==> src/rtl/block_noise_pkg.sv <==
// ---------------------------------------------------------------------------
// block_noise_pkg
// Shared types and width helpers for the block noise estimator.
//   bne_state_t : control FSM state encoding
//   ln_of       : log2 of pixels per block (BLOCK_SIZE^2)
//   sum_w       : width of the per-block pixel sum
//   sumsq_w     : width of the per-block sum of squares
//   acc_w       : width of the frame variance accumulator
// ---------------------------------------------------------------------------
package block_noise_pkg;

    typedef enum logic [2:0] {
        IDLE,
        ACCUM,
        BLK_VAR,
        FRAME_UPD,
        DONE
    } bne_state_t;

    localparam logic MODE_MEAN = 1'b0;
    localparam logic MODE_MIN  = 1'b1;

    function automatic int ln_of(input int block_size);
        return 2 * $clog2(block_size);
    endfunction

    function automatic int sum_w(input int data_width, input int block_size);
        return data_width + ln_of(block_size);
    endfunction

    function automatic int sumsq_w(input int data_width, input int block_size);
        return 2 * data_width + ln_of(block_size);
    endfunction

    function automatic int acc_w(input int data_width, input int log2_max_blocks);
        return 2 * data_width + log2_max_blocks;
    endfunction

endpackage

==> src/rtl/block_noise_estimator_var_acc.sv <==
// ---------------------------------------------------------------------------
// block_var_acc
// Per-pixel channel mean, per-block sum / sum-of-squares accumulation and
// the registered block variance.
//   clk, rst    : clock, synchronous active-high reset
//   pix_in      : packed multi-channel pixel
//   acc_en      : add the pixel mean into the running block sums
//   restart     : load the block sums with this pixel only (new frame)
//   var_load    : register the block variance and clear the block sums
//   var_q       : variance of the most recently completed block
// ---------------------------------------------------------------------------
module block_var_acc
    import block_noise_pkg::*;
#(
    parameter int DATA_WIDTH   = 8,
    parameter int NUM_CHANNELS = 3,
    parameter int BLOCK_SIZE   = 8
) (
    input  logic                               clk,
    input  logic                               rst,
    input  logic [NUM_CHANNELS*DATA_WIDTH-1:0] pix_in,
    input  logic                               acc_en,
    input  logic                               restart,
    input  logic                               var_load,
    output logic [2*DATA_WIDTH-1:0]            var_q
);

    localparam int LN  = ln_of(BLOCK_SIZE);
    localparam int SW  = sum_w(DATA_WIDTH, BLOCK_SIZE);
    localparam int SQW = sumsq_w(DATA_WIDTH, BLOCK_SIZE);
    // Up to four channels summed needs two bits of headroom.
    localparam int CSW = DATA_WIDTH + 2;
    localparam int VW  = 2 * DATA_WIDTH;

    logic [CSW-1:0]        ch_sum;
    logic [DATA_WIDTH-1:0] pix_mean;
    logic [VW-1:0]         pix_sq;
    logic [SW-1:0]         sum_q, sum_d;
    logic [SQW-1:0]        sumsq_q, sumsq_d;
    logic [VW-1:0]         var_d;
    logic [VW-1:0]         mean_sq;
    logic [DATA_WIDTH-1:0] mean_blk;
    logic [VW-1:0]         mean_blk_sq;
    logic [VW-1:0]         var_c;

    always_comb begin
        ch_sum = '0;
        for (int c = 0; c < NUM_CHANNELS; c++) begin
            ch_sum = ch_sum + CSW'(pix_in[c*DATA_WIDTH +: DATA_WIDTH]);
        end
        pix_mean = DATA_WIDTH'(ch_sum / CSW'(NUM_CHANNELS));
        pix_sq   = VW'(pix_mean) * VW'(pix_mean);
    end

    // E[x^2] - E[x]^2 with both terms truncated; truncation can make the
    // difference negative on near-flat blocks, hence the clamp.
    always_comb begin
        mean_sq     = VW'(sumsq_q >> LN);
        mean_blk    = DATA_WIDTH'(sum_q >> LN);
        mean_blk_sq = VW'(mean_blk) * VW'(mean_blk);
        var_c       = (mean_sq > mean_blk_sq) ? (mean_sq - mean_blk_sq) : '0;
    end

    always_comb begin
        sum_d   = sum_q;
        sumsq_d = sumsq_q;
        var_d   = var_q;
        if (restart) begin
            sum_d   = SW'(pix_mean);
            sumsq_d = SQW'(pix_sq);
        end else if (var_load) begin
            sum_d   = '0;
            sumsq_d = '0;
            var_d   = var_c;
        end else if (acc_en) begin
            sum_d   = sum_q + SW'(pix_mean);
            sumsq_d = sumsq_q + SQW'(pix_sq);
        end
    end

    always_ff @(posedge clk) begin
        if (rst) begin
            sum_q   <= '0;
            sumsq_q <= '0;
            var_q   <= '0;
        end else begin
            sum_q   <= sum_d;
            sumsq_q <= sumsq_d;
            var_q   <= var_d;
        end
    end

endmodule

==> src/rtl/block_noise_estimator.sv <==
// ---------------------------------------------------------------------------
// block_noise_estimator
// Per-frame noise estimate from a block-ordered multi-channel pixel stream.
// Each BLOCK_SIZE x BLOCK_SIZE block yields a variance; the frame result is
// the mean (mode 0) or minimum (mode 1) of the block variances.
//   clk, rst              : clock, synchronous active-high reset
//   s_data/s_valid/s_ready: pixel stream handshake, s_sof marks frame start
//   blocks_log2, mode     : frame configuration, sampled on accepted sof
//   estimated_noise       : last frame result, held
//   estimated_noise_valid : one-cycle pulse with each new result
//   busy                  : frame in progress
//   err_sof_midframe      : sticky, sof seen while a frame was accumulating
// Optional build macro BLOCK_NOISE_DEBUG_EN adds dbg_block_var,
// dbg_block_idx and dbg_block_valid (per-block variance trace).
// ---------------------------------------------------------------------------
module block_noise_estimator
    import block_noise_pkg::*;
#(
    parameter int DATA_WIDTH      = 8,
    parameter int NUM_CHANNELS    = 3,
    parameter int BLOCK_SIZE      = 8,
    parameter int LOG2_MAX_BLOCKS = 16
) (
    input  logic                               clk,
    input  logic                               rst,
    input  logic [NUM_CHANNELS*DATA_WIDTH-1:0] s_data,
    input  logic                               s_valid,
    input  logic                               s_sof,
    output logic                               s_ready,
    input  logic [4:0]                         blocks_log2,
    input  logic                               mode,
    output logic [2*DATA_WIDTH-1:0]            estimated_noise,
    output logic                               estimated_noise_valid,
    output logic                               busy,
    output logic                               err_sof_midframe
`ifdef BLOCK_NOISE_DEBUG_EN
    ,
    output logic [2*DATA_WIDTH-1:0]            dbg_block_var,
    output logic [LOG2_MAX_BLOCKS-1:0]         dbg_block_idx,
    output logic                               dbg_block_valid
`endif
);

    localparam int LN  = ln_of(BLOCK_SIZE);
    localparam int N   = BLOCK_SIZE * BLOCK_SIZE;
    localparam int PCW = LN + 1;
    localparam int BCW = LOG2_MAX_BLOCKS + 1;
    localparam int AW  = acc_w(DATA_WIDTH, LOG2_MAX_BLOCKS);
    localparam int VW  = 2 * DATA_WIDTH;

    bne_state_t       state_q, state_d;
    logic             mode_q, mode_d;
    logic [4:0]       bl2_q, bl2_d;
    logic [PCW-1:0]   pix_cnt_q, pix_cnt_d;
    logic [BCW-1:0]   blk_cnt_q, blk_cnt_d;
    logic [AW-1:0]    acc_q, acc_d;
    logic [VW-1:0]    min_q, min_d;
    logic [VW-1:0]    noise_q, noise_d;
    logic             valid_q, valid_d;
    logic             err_q, err_d;

    logic             accept;
    logic             sof_acc;
    logic [4:0]       bl2_sat;
    logic [BCW-1:0]   blk_target;
    logic             acc_en;
    logic             restart;
    logic             var_load;
    logic [VW-1:0]    blk_var;

    assign s_ready               = (state_q == IDLE) || (state_q == ACCUM);
    assign busy                  = (state_q != IDLE);
    assign estimated_noise       = noise_q;
    assign estimated_noise_valid = valid_q;
    assign err_sof_midframe      = err_q;

    assign accept     = s_valid && s_ready;
    assign sof_acc    = accept && s_sof;
    assign bl2_sat    = (32'(blocks_log2) > LOG2_MAX_BLOCKS) ? 5'(LOG2_MAX_BLOCKS) : blocks_log2;
    assign blk_target = BCW'(1) << bl2_q;

    block_var_acc #(
        .DATA_WIDTH   (DATA_WIDTH),
        .NUM_CHANNELS (NUM_CHANNELS),
        .BLOCK_SIZE   (BLOCK_SIZE)
    ) u_var_acc (
        .clk      (clk),
        .rst      (rst),
        .pix_in   (s_data),
        .acc_en   (acc_en),
        .restart  (restart),
        .var_load (var_load),
        .var_q    (blk_var)
    );

    always_comb begin
        state_d   = state_q;
        mode_d    = mode_q;
        bl2_d     = bl2_q;
        pix_cnt_d = pix_cnt_q;
        blk_cnt_d = blk_cnt_q;
        acc_d     = acc_q;
        min_d     = min_q;
        noise_d   = noise_q;
        valid_d   = 1'b0;
        err_d     = err_q;
        acc_en    = 1'b0;
        restart   = 1'b0;
        var_load  = 1'b0;

        case (state_q)
            IDLE, ACCUM: begin
                if (sof_acc) begin
                    // A sof always (re)starts a frame; mid-frame it also
                    // flags the error and drops the partial frame.
                    if (state_q == ACCUM) begin
                        err_d = 1'b1;
                    end
                    mode_d    = mode;
                    bl2_d     = bl2_sat;
                    acc_d     = '0;
                    min_d     = '1;
                    blk_cnt_d = '0;
                    restart   = 1'b1;
                    pix_cnt_d = PCW'(1);
                    state_d   = (pix_cnt_d == PCW'(N)) ? BLK_VAR : ACCUM;
                end else if (accept && state_q == ACCUM) begin
                    acc_en    = 1'b1;
                    pix_cnt_d = pix_cnt_q + PCW'(1);
                    if (pix_cnt_d == PCW'(N)) begin
                        state_d = BLK_VAR;
                    end
                end
            end
            BLK_VAR: begin
                var_load  = 1'b1;
                pix_cnt_d = '0;
                state_d   = FRAME_UPD;
            end
            FRAME_UPD: begin
                acc_d     = acc_q + AW'(blk_var);
                min_d     = (blk_var < min_q) ? blk_var : min_q;
                blk_cnt_d = blk_cnt_q + BCW'(1);
                if (blk_cnt_d == blk_target) begin
                    // Result is registered here from the updated aggregate
                    // so the pulse lands in DONE, three cycles after the
                    // last pixel.
                    noise_d = (mode_q == MODE_MIN) ? min_d : VW'(acc_d >> bl2_q);
                    valid_d = 1'b1;
                    state_d = DONE;
                end else begin
                    state_d = ACCUM;
                end
            end
            DONE: begin
                state_d = IDLE;
            end
            default: begin
                state_d = IDLE;
            end
        endcase
    end

    always_ff @(posedge clk) begin
        if (rst) begin
            state_q   <= IDLE;
            mode_q    <= MODE_MEAN;
            bl2_q     <= '0;
            pix_cnt_q <= '0;
            blk_cnt_q <= '0;
            acc_q     <= '0;
            min_q     <= '0;
            noise_q   <= '0;
            valid_q   <= 1'b0;
            err_q     <= 1'b0;
        end else begin
            state_q   <= state_d;
            mode_q    <= mode_d;
            bl2_q     <= bl2_d;
            pix_cnt_q <= pix_cnt_d;
            blk_cnt_q <= blk_cnt_d;
            acc_q     <= acc_d;
            min_q     <= min_d;
            noise_q   <= noise_d;
            valid_q   <= valid_d;
            err_q     <= err_d;
        end
    end

`ifdef BLOCK_NOISE_DEBUG_EN
    logic                       dbg_valid_q, dbg_valid_d;
    logic [LOG2_MAX_BLOCKS-1:0] dbg_idx_q, dbg_idx_d;

    // Captured on the BLK_VAR edge so the trace is visible during FRAME_UPD,
    // alongside the freshly registered block variance.
    always_comb begin
        dbg_valid_d = (state_q == BLK_VAR);
        dbg_idx_d   = dbg_idx_q;
        if (state_q == BLK_VAR) begin
            dbg_idx_d = blk_cnt_q[LOG2_MAX_BLOCKS-1:0];
        end
    end

    always_ff @(posedge clk) begin
        if (rst) begin
            dbg_valid_q <= 1'b0;
            dbg_idx_q   <= '0;
        end else begin
            dbg_valid_q <= dbg_valid_d;
            dbg_idx_q   <= dbg_idx_d;
        end
    end

    assign dbg_block_var   = blk_var;
    assign dbg_block_idx   = dbg_idx_q;
    assign dbg_block_valid = dbg_valid_q;
`endif

endmodule

==> config.mk <==
export PLATFORM = sky130hd
export DESIGN_NAME = block_noise_estimator
export DESIGN_NICKNAME = d
export VERILOG_FILES = /design/src/rtl/block_noise_pkg.sv /design/src/rtl/block_noise_estimator_var_acc.sv /design/src/rtl/block_noise_estimator.sv
export SDC_FILE = /design/constraint.sdc
export NUM_CORES = 1
export LEC_CHECK = 0
export CAP_MARGIN = 0
export CELL_PAD_IN_SITES_DETAIL_PLACEMENT = 0
export CELL_PAD_IN_SITES_GLOBAL_PLACEMENT = 1
export CORE_UTILIZATION = 43
export DETAILED_ROUTE_END_ITERATION = 10
export PLACE_DENSITY = 0.83
export SLEW_MARGIN = 20
export SYNTH_ARGS = -nofsm -noshare
export SYNTH_HDL_FRONTEND = slang
export SYNTH_SLANG_ARGS = --single-unit
==> constraint.sdc <==
create_clock -name clk -period 11.1 [get_ports clk]
set_clock_uncertainty 0.05 [all_clocks]
set_input_delay 2.22 -clock clk [delete_from_list [all_inputs] [get_ports clk]]
set_output_delay 2.22 -clock clk [all_outputs]
set_load 0.01 [all_outputs]
==> After elaboration in Yosys (flattened, before gate mapping) <==
Index checks and enable logic that the tools add are counted.
{ "op_classes": {"reduce_logical": 19, "multipliers": 2, "n_bitwise": 2, "n_shift": 2, "muxes": 31, "n_addsub": 8, "order_cmp": 3, "div": 1, "eq_ne": 8} }
{ "ops": {"columns": ["operator", "count"], "rows": [
  ["16-bit 2-to-1 mux", 7],
  ["32-bit case mux with 2 select lines", 1],
  ["17-bit case mux with 2 select lines", 1],
  ["32-bit by 16-bit adder with 32-bit output", 1],
  ["8-bit by 8-bit multiplier with 16-bit output", 2],
  ["32-bit 2-to-1 mux", 1],
  ["16-bit case mux with 2 select lines", 1],
  ["32-bit by 5-bit >> shifter with 16-bit output", 1],
  ["8-bit 2-to-1 mux", 3],
  ["22-bit by 16-bit adder with 22-bit output", 1],
  ["17-bit by 1-bit adder with 17-bit output (second input constant)", 1],
  ["17-bit equality test", 1],
  ["17-bit 2-to-1 mux", 1],
  ["1-bit by 5-bit left shift with 17-bit output (first input constant)", 1],
  ["16-bit > comparator", 1],
  ["16-bit < comparator", 1],
  ["16-bit subtractor", 1],
  ["14-bit by 8-bit adder with 14-bit output", 1],
  ["7-bit 2-to-1 mux", 2],
  ["7-bit case mux with 2 select lines", 1],
  ["3-bit 2-to-1 mux", 4],
  ["2-bit AND reduction", 6],
  ["10-bit by 8-bit adder with 10-bit output", 1],
  ["10-bit by 2-bit divider with 10-bit output (second input constant)", 1],
  ["other kinds (20)", 34]
]} }
{ "totals": {"in_bits": 34, "reg_bits": 151} }

==> Depth between registers and ports, before layout <==
{ "logic_depth": {"depth_word": 10, "depth_mapped": 55, "depth_no_buf": 52} }

==> Modules after synthesis <==
From an unflattened synthesis, not the netlist that was laid out.
{ "unflattened": {"hier_cells": 2231, "hier_area_um2": 17167.7} }
{ "by_module_without_submodules": {"columns": ["mod", "cells_each", "area_per_inst_um2", "seq_area_each_um2", "n_inst"], "rows": [
  ["block_noise_estimator", 1211, 8883.5, 1981.9, 1],
  ["block_var_acc", 1020, 8284.2, 1041.0, 1]
]} }

==> Worst setup path before layout <==
Ideal clock, no wire load.
{ "synth_path": {"path_kind": "input-to-reg", "startpoint": "input port s_data[0]", "endpoint": "register u_var_acc.sumsq_q[21]", "arrival_time_ns": 11.654, "cell_stages": 51, "setup_ns": 0.128, "t_required_ns": 10.922, "slack_ns": -0.731, "n_path_buf": 4, "cell_sequence": "ha_1 > inv_1 > fa_1 > nor2b_1 > o21ai_0 > nand2_1 > xor2_1 > ha_1 > buf_6 > a21o_1 > and2_4 > o31a_1 > o211ai_1 > a21oi_1 > a211o_1 > buf_2 > o41ai_1 > a221oi_1 > [15 not listed] > inv_1 > ha_1 > a21oi_1 > nor2b_1 > o21a_1 > o21ai_0 > nand2b_1 > a21oi_1 > o21ai_0 > xor2_1 > ha_1 > nand2_1 > o21ai_0 > a21oi_1 > o21bai_1 > or3b_2 > xor2_1 > nor2_1"} }
{ "synth_via": {"elab_chain_len": 5} }
{ "synth_rtl": {"columns": ["item", "line", "rtl"], "rows": [
  ["start, declared", "block_noise_estimator.sv:26", "input logic [NUM_CHANNELS*DATA_WIDTH-1:0] s_data,"],
  ["8-bit by 8-bit adder with 9-bit output", "block_noise_estimator_var_acc.sv:49", "ch_sum = ch_sum + CSW'(pix_in[c*DATA_WIDTH +: DATA_WIDTH]);"],
  ["10-bit by 8-bit adder with 10-bit output", "block_noise_estimator_var_acc.sv:49", null],
  ["10-bit by 2-bit divider with 10-bit output", "block_noise_estimator_var_acc.sv:51", "pix_mean = DATA_WIDTH'(ch_sum / CSW'(NUM_CHANNELS));"],
  ["8-bit by 8-bit multiplier with 16-bit output", "block_noise_estimator_var_acc.sv:52", "pix_sq = VW'(pix_mean) * VW'(pix_mean);"],
  ["22-bit by 16-bit adder with 22-bit output", "block_noise_estimator_var_acc.sv:77", "sumsq_d = sumsq_q + SQW'(pix_sq);"],
  ["end signal, assigned", "block_noise_estimator_var_acc.sv:88", "sumsq_q <= sumsq_d;"],
  ["end, declared", "block_noise_estimator_var_acc.sv:39", "logic [SQW-1:0] sumsq_q, sumsq_d;"]
]} }
No other way between the ends.
A chain may end at the register's enable or synchronous reset.

==> Worst setup path in the final report <==
{ "layout_path": {"startpoint": "input port s_data[8]", "endpoint": "register u_var_acc.sumsq_q[21]"} }
Same word-level chain as after synthesis.

==> flow_summary.json <==
{
  "cts_htree_levels": 4,
  "clk_path_buf_depth": 2,
  "cts.clk_slew.worst_paths_ns": 0.07,
  "async_reset_ff_frac": 0,
  "outcome": "complete, but fails checks",
  "area_growth_pct": 21.7,
  "core_um2": 36700,
  "setup_viol": 4,
  "numPortBuffers": 53,
  "grt_pass1_vias": 15500,
  "clock_sinks": 151,
  "crit_path_end_kind": "flip-flop",
  "syn_area_um2": 16100,
  "synth_common_cells": "269 x nor2_1, 172 x a21oi_1, 164 x nand2_1",
  "die_w_um": 195,
  "top_level_ports": 54,
  "design_area_um2": 19600,
  "holdWs_ns": 0.418,
  "n_fill_cell": 3401,
  "post-synth-top-count-cell": "nor2_1",
  "rr_startpoint": "u_var_acc.sum_q[6]",
  "insertion_delay_ns": 0.45,
  "violations": "setup timing",
  "drtPass1Iterations": 5,
  "fmax_mhz": 89.4,
  "numCtsBuffers": 17,
  "hold_path.class": "reg2reg",
  "cp.arrival_ns": 11.45,
  "drtIter0Drc": 1165,
  "ys.flop_type": "dfxtp_1",
  "syn_nets": 2351,
  "worst_pin_slew_ns": 1.08,
  "nets": 2511,
  "dpl_cell_area_um2": 18100,
  "postSynthAreaPerCell_um2": 7.61,
  "die_y_um": 195,
  "critPathKind": "in2reg",
  "drive_gt1_frac": 0.177,
  "antenna_left": 0,
  "worst_setup_path_start_kind": "input pin",
  "ctsHoldBuffers": 0,
  "crit_required_ns": 11.36,
  "finalHoldViolCount": 0,
  "hpwl_um": 36400,
  "grt_max_degree": 71,
  "cp_slowest_cell": "fa_2",
  "synthCells": 2112,
  "critPathLaunch": "s_data[8]",
  "initial_core_util": 0.438,
  "yosys_warnings": 0,
  "worst-path-max-fanout": 4,
  "row_count": 70,
  "synth_seq_cells": 151,
  "synth_top_area_frac": 0.188,
  "viasPerCell": 5.77,
  "die_area_um2": 38200,
  "ys_top_cells_by_area": "dfxtp_1 19%, ha_1 12%, fa_1 6.7%",
  "cpPeakStageDelay_ns": 0.55,
  "routed-via-count": 15900,
  "relSlewSlack": 0.278,
  "globalRoute.totalOverflow": 0,
  "grt_usage": 0.258,
  "cts_tree": "built",
  "ys_seq_area_frac": 0.188,
  "synth_edf_count": 0,
  "antennaDiodeCount": 0,
  "period_share": 1.01,
  "route.detailed.drc": 0,
  "yosysTopAreaCell": "dfxtp_1",
  "max_cap_violations": 0,
  "min_from": "estimated_noise[11]",
  "rsz0062_at_grt": "yes",
  "slew_violations": 0,
  "gp_congestion": 0.888,
  "synth_cell_types": 92,
  "period_needed_ns": 11.19,
  "antenna_found_initial": 0,
  "routed_wl_um": 49100,
  "root_buffer": "clkbuf_16",
  "grt_pass1_wl_um": 80200,
  "routedWlPerCell_um": 17.8,
  "setup_ws_ns": -0.0907
}
## cell families after synthesis
kind of cell / Yosys count / synth area share
xor gates and xnor gates: 140 / 0.0772
AOI/OAI and AO/OA: 588 / 0.242
adders and majority gates: 205 / 0.185
DFF: 151 / 0.188
muxes: 69 / 0.0465
buffers and inverters: 269 / 0.0648
and+or+nand+nor: 690 / 0.196
## layer usage
layer | wire, um | GRT usage
met4 | 606 | 0.0595
met2 | 22100 | 0.420
met5 | 0 | 0
met3 | 2840 | 0.0282
met1 | 23600 | 0.364
## sequential cells by signal, summed over array words and instances (netlist names)
register	cells
u_var_acc.sumsq_q	22
u_var_acc.sum_q	14
estimated_noise	16
bl2_q	5
err_sof_midframe	1
u_var_acc.var_q	16
acc_q	32
mode_q	1
estimated_noise_valid	1
blk_cnt_q	17
min_q	16
state_q	3
pix_cnt_q	7
## worst paths after layout
check / to / slack, ns / depth (start not counted)
hold reg to reg: estimated_noise[11] / 0.42 / 2
hold / removal: estimated_noise[11] / 0.42 / 2
setup / recovery: u_var_acc.sumsq_q[21] / -0.09 / 49
setup reg to reg: u_var_acc.var_q[13] / 4.66 / 30
## cell type report
cell class / instances / area [um^2] / share of cell area
timing repair buffer: 260 / 2120 / 0.108
sequential: 151 / 3020 / 0.155
tap: 468 / 586 / 0.0299
clock inverter: 11 / 114 / 0.00582
clock buffer: 21 / 460 / 0.0235
inverter: 150 / 563 / 0.0288
multi-input combinational: 1692 / 12700 / 0.649
## per-stage QoR
| stage | TNS (ns) | cells | utilization | worst slack (ns) |
|---|---|---|---|---|
| after global routing | -2.85 | 2753 | 0.533 | -0.404 |
| final | -0.259 | 2753 | 0.533 | -0.0907 |
| after CTS | -0.479 | 2740 | 0.523 | -0.162 |
| after global placement | -7.60 | 2673 | 0.494 | -0.908 |
| after detailed placement | -14.29 | 2673 | 0.494 | -1.41 |
| after floorplan | -0.0648 | 2112 | - | -0.0648 |
## timing repair
action,4_1_cts,5_1_grt
buffers inserted,35,16
gates resized for setup,62,69
pin swaps,72,80
endpoints found under the setup margin,13,11
## critical path, delay by kind of cell
kind | cells | cell delay, ns
fa+ha+maj | 9 | 3.10
compound gates | 16 | 3.00
simple gates | 12 | 1.57
xor+xnor | 5 | 0.71
mux | 2 | 0.48
buf+inv | 5 | 0.34
## cell usage in the layout, fill, tap and decap left out, types with 9 or more instances in the layout
master           instances
nor2b_1                 11
or3_1                    9
nor3_1                  48
dfxtp_1                150
and2_1                  24
inv_2                   12
o21bai_1                13
xor2_1                  48
o21ai_0                101
a211oi_1                22
and3_1                  19
a21oi_1                154
mux2_2                  15
fa_1                    49
clkdlybuf4s50_1         40
inv_1                  136
ha_4                    14
buf_6                   14
nand2b_1                21
a22oi_1                 28
mux2i_1                 50
o21a_1                  20
a221oi_1                11
o211ai_1                17
xnor2_2                  9
nand4_1                 13
nand3_1                 58
nand2_1                160
a21o_1                  36
buf_4                  196
nor2_1                 260
a31oi_1                 21
ha_1                   133
nand3b_1                 9
clkbuf_16               17
a311oi_1                20
xnor2_1                 81
a21oi_2                 15
Power is left out: the tool's default activity adds up to more than one toggle a clock period on the data nets, which glitch-free logic cannot reach.
